[config.mk]
export PLATFORM = sky130hd
export DESIGN_NAME = led_strip_decoder_flat
export DESIGN_NICKNAME = d
export VERILOG_FILES = /design/src/rtl/led_strip_decoder_if.sv /design/src/rtl/led_strip_decoder.sv /design/src/flat_wrapper.sv
export SDC_FILE = /design/constraint.sdc
export NUM_CORES = 1
export LEC_CHECK = 0
export ABC_CLOCK_PERIOD_IN_PS = 2620
export BUFFER_PORTS_ARGS = -buffer_cell sky130_fd_sc_hd__buf_2
export CORE_AREA = 4 4 149 122
export CTS_BUF_LIST = sky130_fd_sc_hd__clkbuf_8
export DETAILED_ROUTE_END_ITERATION = 12
export DIE_AREA = 0 0 153 126
export SYNTH_ARGS = -nofsm -noshare
export SYNTH_HDL_FRONTEND = slang
export SYNTH_SLANG_ARGS = --single-unit
[constraint.sdc]
create_clock -name clk -period 2.62 [get_ports clk]
set_clock_uncertainty 0.2 [all_clocks]
set_input_delay 0.262 -clock clk [delete_from_list [all_inputs] [get_ports clk]]
set_output_delay 0.262 -clock clk [all_outputs]
set_load 0.01 [all_outputs]
[src/rtl/led_strip_decoder_if.sv]
// rtl/led_strip_decoder_if.sv - strip input and decoded pixel bundle for led_strip_decoder
interface led_strip_decoder_if #(
  parameter int NUM_LEDS = 64
);
  localparam int IW = $clog2(NUM_LEDS);

  logic          strip_clk;
  logic          strip_data;
  logic          pix_valid;
  logic [IW-1:0] pix_idx;
  logic [4:0]    pix_bright;
  logic [7:0]    pix_blue;
  logic [7:0]    pix_green;
  logic [7:0]    pix_red;
  logic          frame_done;
  logic          frame_err;
  logic [1:0]    err_code;
  logic          in_frame;

  modport slave (
    input  strip_clk, strip_data,
    output pix_valid, pix_idx, pix_bright, pix_blue, pix_green, pix_red,
    output frame_done, frame_err, err_code, in_frame
  );

  modport master (
    output strip_clk, strip_data,
    input  pix_valid, pix_idx, pix_bright, pix_blue, pix_green, pix_red,
    input  frame_done, frame_err, err_code, in_frame
  );
endinterface

[src/rtl/led_strip_decoder.sv]
// rtl/led_strip_decoder.sv - two-wire LED strip frame decoder (pixels, frame done/error)
// Optional LED_DECODE_SNAKE_EN: remap pix_idx to raster order of an 8-wide serpentine matrix.
module led_strip_decoder #(
  parameter int NUM_LEDS   = 64,
  parameter int START_BITS = 32,
  parameter int END_BITS   = 64,
  parameter int TIMEOUT    = 4096
) (
  input logic clk,
  input logic reset_n,
  led_strip_decoder_if.slave bus
);
  localparam int IW   = $clog2(NUM_LEDS);
  localparam int CMAX = (END_BITS > START_BITS) ? END_BITS : START_BITS;
  localparam int CW   = $clog2(CMAX + 1);
  localparam int TW   = $clog2(TIMEOUT + 1);

  typedef enum logic [1:0] {HUNT, WORD, ENDF} state_t;

  state_t        state_q, state_d;
  logic          sclk_s1_q, sclk_s1_d, sclk_s2_q, sclk_s2_d, sclk_prev_q, sclk_prev_d;
  logic          sdat_s1_q, sdat_s1_d, sdat_s2_q, sdat_s2_d;
  logic [TW-1:0] tcnt_q, tcnt_d;
  logic [CW-1:0] cnt_q, cnt_d;
  logic [4:0]    bcnt_q, bcnt_d;
  logic [IW-1:0] widx_q, widx_d;
  logic [30:0]   shreg_q, shreg_d;
  logic          pix_valid_q, pix_valid_d;
  logic [IW-1:0] pix_idx_q, pix_idx_d;
  logic [4:0]    pix_bright_q, pix_bright_d;
  logic [7:0]    pix_blue_q, pix_blue_d, pix_green_q, pix_green_d, pix_red_q, pix_red_d;
  logic          frame_done_q, frame_done_d, frame_err_q, frame_err_d;
  logic [1:0]    err_code_q, err_code_d;
  logic          in_frame_q, in_frame_d;

  logic          fall, any_edge, bit_in, timeout, abort;
  logic [1:0]    abort_code;
  logic [31:0]   word_in;

  function automatic logic [IW-1:0] map_idx(input logic [IW-1:0] w);
`ifdef LED_DECODE_SNAKE_EN
    // Even rows run right-to-left on the strip, so mirror the column.
    return w[3] ? w : {w[IW-1:3], ~w[2:0]};
`else
    return w;
`endif
  endfunction

  assign fall     = sclk_prev_q & ~sclk_s2_q;
  assign any_edge = sclk_prev_q ^ sclk_s2_q;
  assign bit_in   = sdat_s2_q;
  assign timeout  = (tcnt_q == TW'(TIMEOUT));
  assign word_in  = {shreg_q, bit_in};

  always_comb begin
    state_d      = state_q;
    sclk_s1_d    = bus.strip_clk;
    sclk_s2_d    = sclk_s1_q;
    sclk_prev_d  = sclk_s2_q;
    sdat_s1_d    = bus.strip_data;
    sdat_s2_d    = sdat_s1_q;
    tcnt_d       = any_edge ? '0 : (timeout ? tcnt_q : tcnt_q + 1'b1);
    cnt_d        = cnt_q;
    bcnt_d       = bcnt_q;
    widx_d       = widx_q;
    shreg_d      = shreg_q;
    pix_valid_d  = 1'b0;
    pix_idx_d    = pix_idx_q;
    pix_bright_d = pix_bright_q;
    pix_blue_d   = pix_blue_q;
    pix_green_d  = pix_green_q;
    pix_red_d    = pix_red_q;
    frame_done_d = 1'b0;
    frame_err_d  = 1'b0;
    err_code_d   = err_code_q;
    in_frame_d   = in_frame_q;
    abort        = 1'b0;
    abort_code   = 2'd0;

    case (state_q)
      HUNT: begin
        if (fall) begin
          if (!bit_in) begin
            if (cnt_q != CW'(START_BITS)) cnt_d = cnt_q + 1'b1;
          end else if (cnt_q == CW'(START_BITS)) begin
            shreg_d    = 31'd1;
            bcnt_d     = 5'd1;
            in_frame_d = 1'b1;
            state_d    = WORD;
          end else begin
            cnt_d = '0;
          end
        end
      end
      WORD: begin
        if (timeout) begin
          abort      = 1'b1;
          abort_code = 2'd3;
        end else if (fall) begin
          shreg_d = word_in[30:0];
          if (bcnt_q == 5'd31) begin
            bcnt_d = 5'd0;
            if (word_in[31:29] == 3'b111) begin
              pix_valid_d  = 1'b1;
              pix_idx_d    = map_idx(widx_q);
              pix_bright_d = word_in[28:24];
              pix_blue_d   = word_in[23:16];
              pix_green_d  = word_in[15:8];
              pix_red_d    = word_in[7:0];
              if (widx_q == IW'(NUM_LEDS - 1)) begin
                widx_d  = '0;
                cnt_d   = '0;
                state_d = ENDF;
              end else begin
                widx_d = widx_q + 1'b1;
              end
            end else begin
              abort      = 1'b1;
              abort_code = 2'd1;
            end
          end else begin
            bcnt_d = bcnt_q + 1'b1;
          end
        end
      end
      ENDF: begin
        if (timeout) begin
          abort      = 1'b1;
          abort_code = 2'd3;
        end else if (fall) begin
          if (bit_in) begin
            abort      = 1'b1;
            abort_code = 2'd2;
          end else if (cnt_q == CW'(END_BITS - 1)) begin
            frame_done_d = 1'b1;
            in_frame_d   = 1'b0;
            cnt_d        = '0;
            state_d      = HUNT;
          end else begin
            cnt_d = cnt_q + 1'b1;
          end
        end
      end
      default: state_d = HUNT;
    endcase

    if (abort) begin
      frame_err_d = 1'b1;
      err_code_d  = abort_code;
      in_frame_d  = 1'b0;
      cnt_d       = '0;
      bcnt_d      = '0;
      widx_d      = '0;
      state_d     = HUNT;
    end
  end

  always_ff @(posedge clk or negedge reset_n) begin
    if (!reset_n) begin
      state_q      <= HUNT;
      sclk_s1_q    <= 1'b0;
      sclk_s2_q    <= 1'b0;
      sclk_prev_q  <= 1'b0;
      sdat_s1_q    <= 1'b0;
      sdat_s2_q    <= 1'b0;
      tcnt_q       <= '0;
      cnt_q        <= '0;
      bcnt_q       <= '0;
      widx_q       <= '0;
      shreg_q      <= '0;
      pix_valid_q  <= 1'b0;
      pix_idx_q    <= '0;
      pix_bright_q <= '0;
      pix_blue_q   <= '0;
      pix_green_q  <= '0;
      pix_red_q    <= '0;
      frame_done_q <= 1'b0;
      frame_err_q  <= 1'b0;
      err_code_q   <= '0;
      in_frame_q   <= 1'b0;
    end else begin
      state_q      <= state_d;
      sclk_s1_q    <= sclk_s1_d;
      sclk_s2_q    <= sclk_s2_d;
      sclk_prev_q  <= sclk_prev_d;
      sdat_s1_q    <= sdat_s1_d;
      sdat_s2_q    <= sdat_s2_d;
      tcnt_q       <= tcnt_d;
      cnt_q        <= cnt_d;
      bcnt_q       <= bcnt_d;
      widx_q       <= widx_d;
      shreg_q      <= shreg_d;
      pix_valid_q  <= pix_valid_d;
      pix_idx_q    <= pix_idx_d;
      pix_bright_q <= pix_bright_d;
      pix_blue_q   <= pix_blue_d;
      pix_green_q  <= pix_green_d;
      pix_red_q    <= pix_red_d;
      frame_done_q <= frame_done_d;
      frame_err_q  <= frame_err_d;
      err_code_q   <= err_code_d;
      in_frame_q   <= in_frame_d;
    end
  end

  assign bus.pix_valid  = pix_valid_q;
  assign bus.pix_idx    = pix_idx_q;
  assign bus.pix_bright = pix_bright_q;
  assign bus.pix_blue   = pix_blue_q;
  assign bus.pix_green  = pix_green_q;
  assign bus.pix_red    = pix_red_q;
  assign bus.frame_done = frame_done_q;
  assign bus.frame_err  = frame_err_q;
  assign bus.err_code   = err_code_q;
  assign bus.in_frame   = in_frame_q;
endmodule

[src/flat_wrapper.sv]
// flat-port wrapper written by rule: the top's interface ports become plain ports
module led_strip_decoder_flat 
#(
  parameter int NUM_LEDS   = 64,
  parameter int START_BITS = 32,
  parameter int END_BITS   = 64,
  parameter int TIMEOUT    = 4096
)
  (clk, reset_n, bus_strip_clk, bus_strip_data, bus_pix_valid, bus_pix_idx, bus_pix_bright, bus_pix_blue, bus_pix_green, bus_pix_red, bus_frame_done, bus_frame_err, bus_err_code, bus_in_frame);
  led_strip_decoder_if #(.NUM_LEDS(NUM_LEDS)) bus_i ();
  input logic clk;
  input logic reset_n;
  input wire logic [$bits(bus_i.strip_clk)-1:0] bus_strip_clk;
  input wire logic [$bits(bus_i.strip_data)-1:0] bus_strip_data;
  output wire logic [$bits(bus_i.pix_valid)-1:0] bus_pix_valid;
  output wire logic [$bits(bus_i.pix_idx)-1:0] bus_pix_idx;
  output wire logic [$bits(bus_i.pix_bright)-1:0] bus_pix_bright;
  output wire logic [$bits(bus_i.pix_blue)-1:0] bus_pix_blue;
  output wire logic [$bits(bus_i.pix_green)-1:0] bus_pix_green;
  output wire logic [$bits(bus_i.pix_red)-1:0] bus_pix_red;
  output wire logic [$bits(bus_i.frame_done)-1:0] bus_frame_done;
  output wire logic [$bits(bus_i.frame_err)-1:0] bus_frame_err;
  output wire logic [$bits(bus_i.err_code)-1:0] bus_err_code;
  output wire logic [$bits(bus_i.in_frame)-1:0] bus_in_frame;
  assign bus_i.strip_clk = bus_strip_clk;
  assign bus_i.strip_data = bus_strip_data;
  assign bus_pix_valid = bus_i.pix_valid;
  assign bus_pix_idx = bus_i.pix_idx;
  assign bus_pix_bright = bus_i.pix_bright;
  assign bus_pix_blue = bus_i.pix_blue;
  assign bus_pix_green = bus_i.pix_green;
  assign bus_pix_red = bus_i.pix_red;
  assign bus_frame_done = bus_i.frame_done;
  assign bus_frame_err = bus_i.frame_err;
  assign bus_err_code = bus_i.err_code;
  assign bus_in_frame = bus_i.in_frame;
  led_strip_decoder #(.NUM_LEDS(NUM_LEDS), .START_BITS(START_BITS), .END_BITS(END_BITS), .TIMEOUT(TIMEOUT)) u_core (.clk(clk), .reset_n(reset_n), .bus(bus_i));
endmodule
Word level (Yosys, flattened, before mapping)
Cells that the tools add are included.

$add $sub $neg: 4. $mul: 0. Divide/modulo/power cells: 0. Magnitude comparators: 0. Equality and inequality tests: 30. Shift-type cells: 0. Muxes and demuxes: 88. Bitwise logic cells: 4. Reduce and logical (&&, ||, !) cells: 16.

Operator list (count): 31-bit two-way mux (5); 7-bit two-way mux (14); 31-bit case mux with 2 select lines (1); 6-bit two-way mux (7); 2-bit two-way mux (19); 5-bit two-way mux (7); 1-bit two-way mux (27); 3-bit by 1-bit != test with 1-bit output (second input constant) (9); 13-bit two-way mux (2); 12-bit AND reduction (2); 7-bit case mux with 3 select lines (1); 7-bit by 6-bit equality test with 1-bit output (second input constant) (2); 13-bit by 1-bit adder with 13-bit output (second input constant) (1); 13-bit equality test (second input constant) (1); 6-bit AND reduction (2); 2-bit by 1-bit != test with 1-bit output (second input constant) (5); 5-bit case mux with 2 select lines (1); 5-bit AND reduction (2); 2-bit nonzero test (5); 3-bit != test (second input constant) (3); 8-bit AND reduction (1); 7-bit by 1-bit adder with 7-bit output (second input constant) (1); 7-bit by 6-bit != test with 1-bit output (second input constant) (1); 6-bit by 1-bit adder with 6-bit output (second input constant) (1); 18 further kinds (22).

Register bits: 110. Latch bits: 0. Memory bits (writable): 0. Bits in read-only memories: 0. Bits of input ports: 4. Output and inout bits: 41. Word-level logic and storage cells: 163. Memories: 0.

Depth between registers and ports, before layout
Depth in word-level cells: 8. Mapped depth: 11. Mapped depth without buffers: 10.

Worst setup path before layout
OpenSTA, ideal clock, no wires.

Path type: flip-flop to flip-flop. From: register u_core.bcnt_q[0]. To: register u_core.cnt_q[5]. Setup time: 82 ps. Data arrival time: 2231 ps. Required time: 2338 ps. Setup slack: 107 ps. Cell stages (with the launch flop): 11. Buffers on the path: 0. Clock period less this slack: 2513 ps. Path through: dfrtp_1 -> ha_1 -> and3_1 -> ha_1 -> nand2_2 -> o31ai_1 -> o21ai_4 -> inv_6 -> a22oi_4 -> or4_4 -> o211ai_2.

Longest elaborated chain between the ends: 7. Elaborated cells between the ends (all ways): 19. Those cells by class: eq/ne (12); mux (5); reduce/logical (2).

RTL lines: from (decl) (line led_strip_decoder.sv:25) `logic [4:0] bcnt_q, bcnt_d;`; from (signal assigned) (line led_strip_decoder.sv:190) `bcnt_q <= bcnt_d;`; 5-bit equality test * (line led_strip_decoder.sv:101) `if (bcnt_q == 5'd31) begin`; 1-bit two-way mux * (line led_strip_decoder.sv:101); 1-bit two-way mux * (line led_strip_decoder.sv:99) `end else if (fall) begin`; 1-bit two-way mux * (line led_strip_decoder.sv:96) `if (timeout) begin`; 1-bit case mux with 2 select lines * (line led_strip_decoder.sv:80) `case (state_q)`; via u_core.abort (line led_strip_decoder.sv:36) `logic fall, any_edge, bit_in, timeout, abort;`; 4-bit by 1-bit != test with 1-bit output (no line) (tied with other cells); 12-bit AND reduction (no line); to (signal assigned) (line led_strip_decoder.sv:189) `cnt_q <= cnt_d;`; to (decl) (line led_strip_decoder.sv:24) `logic [CW-1:0] cnt_q, cnt_d;`.

The timed path passes the listed nets; every way through them passes the cells marked *. A chain may end at the register's enable or synchronous reset.

Worst setup path in the final report
From: register u_core.bcnt_q[1]. To: register u_core.cnt_q[5].

Longest elaborated chain between the ends: 7. Elaborated cells between the ends (all ways): 19. Those cells by class: eq/ne (12); mux (5); reduce/logical (2).

RTL lines (line): 5-bit equality test * (led_strip_decoder.sv:101); 1-bit two-way mux (led_strip_decoder.sv:101); 1-bit two-way mux (led_strip_decoder.sv:99); 1-bit two-way mux (led_strip_decoder.sv:96); 1-bit case mux with 2 select lines (led_strip_decoder.sv:80); 4-bit by 1-bit != test with 1-bit output (no line) (tied with other cells); 12-bit AND reduction (no line).

Mark *: on every way between the ends. The rest lies on a longest branch, timed or not.

==> metrics.yaml <==
cts_max_level: 3
cp_max_fo: 7
cp-end-kind: "flip-flop"
register_area_mm2: 0.00275
yosysTopAreaCellShare_pct: 55.8
diodes: 0
viasPerCell: 4.64
coreArea_mm2: 0.0165
synth_edf_count: 0
dp_hpwl_um: 7000
io_buffers: 44
place_ws_ns: -0.0160
wl_um: 10200
cpMostUsedCell: "ha_2"
yosys_warnings: 0
path_cells: "ha_2 > and3_1 > ha_2 > nand2_4 > o41a_1 > a21oi_2 > a22oi_4 > or4_4 > o211ai_2"
initial_core_util_pct: 29.9
die_h_um: 126
dp_cells: 718
grt_pass1_vias: 3399
status: "complete, no violations"
max_slew.worst_pin.slew_ns: 0.714
slowest_stage: "or4_4"
synth_cell_types: 55
yosysMostFrequentCell: "dfrtp_1"
synth_mux_area_share_pct: 8.62
first_pass_iters: 4
vdd.ir_drop.worst_v: 0.000191
yosys-top-cells-area: "dfrtp_1 (56%), mux2_2 (7.5%), nand2_1 (5.8%), o21ai_0 (5.3%), ha_1 (3.3%)"
worstSetupPathType: "flip-flop to flip-flop"
min_path_type: "flip-flop to flip-flop"
period_share_pct: 96.0
root_buffer: "clkbuf_8"
grt_remaining_overflow: 0
yosys_most_used_dff: "dfrtp_1"
slew_violations: 0
multi_input_area_mm2: 0.00205
layout.nets: 534
cts_sinks: 110
synth-xor-area-share_pct: 1.77
synth-simple-area-share_pct: 15.8
final.setup.worst_slack_ns: 0.105
cp.buffers_inverters: 0
place_congestion: 0.800
antenna_found_initial: 0
remaining_drc_errors: 0
holdPathStages: 0
grt_max_degree: 63
met2WireLength_um: 4400
cts_tree: "yes"
io_pins: 45
fin_area_mm2: 0.00582
cp_data_required_time_ns: 2.74
drv_cap: 0
critPathLaunchType: "flip-flop"
topRoutingLayerUsed: "met4"
path_delay_family: "simple AND/OR/NAND/NOR gates"
finalSetupViolations: 0
grtUsageTotal_pct: 11.1
wl_met1_um: 5070
r2r_cells: 9
route.vias.total: 3446
max_stage_delay_ns: 0.52
cts_buffers: 9
fin_crit_ns: 2.52
initialDrtViolationCount: 254
synth_top_family_by_area: "simple AND/OR/NAND/NOR gates"
hold_viol_final: 0
synth_fp_nets: 471
fill_cells: 1680
die_width_um: 153
yosys_register_bits: 110
grt_pass1_wl_um: 17500
p_per_area_mw_per_mm2: 499
worstPathArrival_ns: 2.64
synth_area_mm2: 0.00494
synth-compound-area-share_pct: 11.5
die_area_mm2: 0.0193
p_leak_nw: 2.74
cp.depth: 9
slew_headroom_pct: 52.4
placed_cell_area_mm2: 0.00554
synth.top_cells.by_count: "dfrtp_1 (110), nand2_1 (76), o21ai_0 (52)"
layoutNonFillerInstCount: 742
clock.fmax_mhz: 398
drive_gt1_share_pct: 25.9
postRouteAntennaNets: 0
post_drt_wl_per_cell_um: 13.8
syn_inst: 454
clock_latency_ns: 0.39
clockBufferDepth: 2
area_delta_synth_final_pct: 17.8
yosysTopAreaCell: "dfrtp_1"
cts.reportedPaths.clkPinSlew_ns: 0.10
synth_fa_ha_area_share_pct: 3.29
async_flop_share_pct: 100
met3WireLength_um: 579
rows: 42
avgSynthCellArea_um2: 10.9
yosysSeqAreaShare_pct: 55.8
-- per-layer routing --
| layer | global-route usage (%) | vias to the layer above |
|---|---|---|
| met2 | 15.9 | 57 |
| met3 | 4.08 | 10 |
| met4 | 4.50 | 0 |
| met5 | 0 | - |
| li1 | - | 1707 |
| met1 | 15.3 | 1672 |
-- cell families after synthesis --
| family | after synthesis |
|---|---|
| multiplexers | 38 |
| AND/OR/NAND/NOR | 157 |
| AO/OA/AOI/OAI | 90 |
| XOR/XNOR | 10 |
| buffers and inverters | 36 |
| flip-flops | 110 |
| adder cells (fa/ha/maj) | 13 |
-- cells in the final DEF, fill, tap and decap left out, drive strengths merged, types with 2 or more instances in the layout --
master       count
a21oi           13
nor2            24
clkinv           3
xor2             7
o31ai            6
o21ai           53
nor4b            5
buf             67
nand3           14
dfrtp          110
inv             20
mux2i            2
or4              2
nand3b           3
a22o             2
a31o             2
or2              2
and3             8
mux2            36
nand4            8
or3              3
nand2           77
nand2b           2
clkbuf           9
a41oi            2
xnor2            3
dlygate4sd3      3
a21o             2
ha              13
-- report_power, final --
group	total (mW)	switching (mW)	internal, mW
sequential	1.73	0.0205	1.71
clock	1.02	0.586	0.437
combinational	0.146	0.0919	0.0536
total	2.90	0.698	2.21
-- what timing repair did --
action / CTS / global route
hold buffers: 3 / 0
resized for setup: 1 / 4
setup buffers: 2 / 3
endpoints found under the setup margin: 1 / 10
hold endpoints to repair: 56 / 0
pin swaps: 0 / 3
-- metrics by stage --
step                      util, %  hold slack (ns)  setup TNS [ns]  total power [mW]
final                        35.3            0.157               0              2.90
after CTS                    35.0            0.158               0              2.95
after floorplan                 -           -0.234               0              1.83
after global routing         35.3            0.170        -0.00553              3.05
after global placement       33.6            0.134               0              1.91
after detailed placement     33.6            0.136         -0.0160              1.91
-- worst paths after layout --
kind | start | end | slack [ns]
max | u_core.bcnt_q[1]$_DFFE_PN0P_ | u_core.cnt_q[5]$_DFFE_PN0P_ | 0.10
max reg2reg | u_core.bcnt_q[1]$_DFFE_PN0P_ | u_core.cnt_q[5]$_DFFE_PN0P_ | 0.10
min | u_core.sclk_s1_q$_DFF_PN0_ | u_core.sclk_prev_d$_DFF_PN0_ | 0.16
min reg2reg | u_core.sclk_s1_q$_DFF_PN0_ | u_core.sclk_prev_d$_DFF_PN0_ | 0.16
min in group asynchronous | reset_n | u_core.sdat_s1_q$_DFF_PN0_ | 0.28
max in group asynchronous | reset_n | u_core.widx_q[3]$_DFFE_PN0P_ | 1.23
-- area by class of cell --
type / count / area share [%]
well taps: 220 / 4.73
repair buffers: 70 / 8.17
multi-input cells: 308 / 35.2
clock buffers: 9 / 2.13
flip-flops and latches: 110 / 47.3
inverters: 18 / 1.25
clock inverters: 7 / 1.16
-- sequential cells by signal, indices dropped and copies added, names as in the netlist --
register and count:
u_core.bus.pix_bright 5, u_core.bus.pix_blue 8, u_core.bus.pix_valid 1, u_core.bus.pix_green 8, u_core.bcnt_q 5, u_core.sdat_s1_q 1
u_core.tcnt_q 13, u_core.sclk_prev_q 1, u_core.widx_q 6, u_core.sclk_s1_q 1, u_core.bus.err_code 2, u_core.state_q 2
u_core.sclk_prev_d 1, u_core.bus.pix_red 8, u_core.cnt_q 7, u_core.bit_in 1, u_core.shreg_q 31, u_core.bus.pix_idx 6
u_core.bus.in_frame 1, u_core.bus.frame_err 1, u_core.bus.frame_done 1
Power figures use the tool's default switching activity.
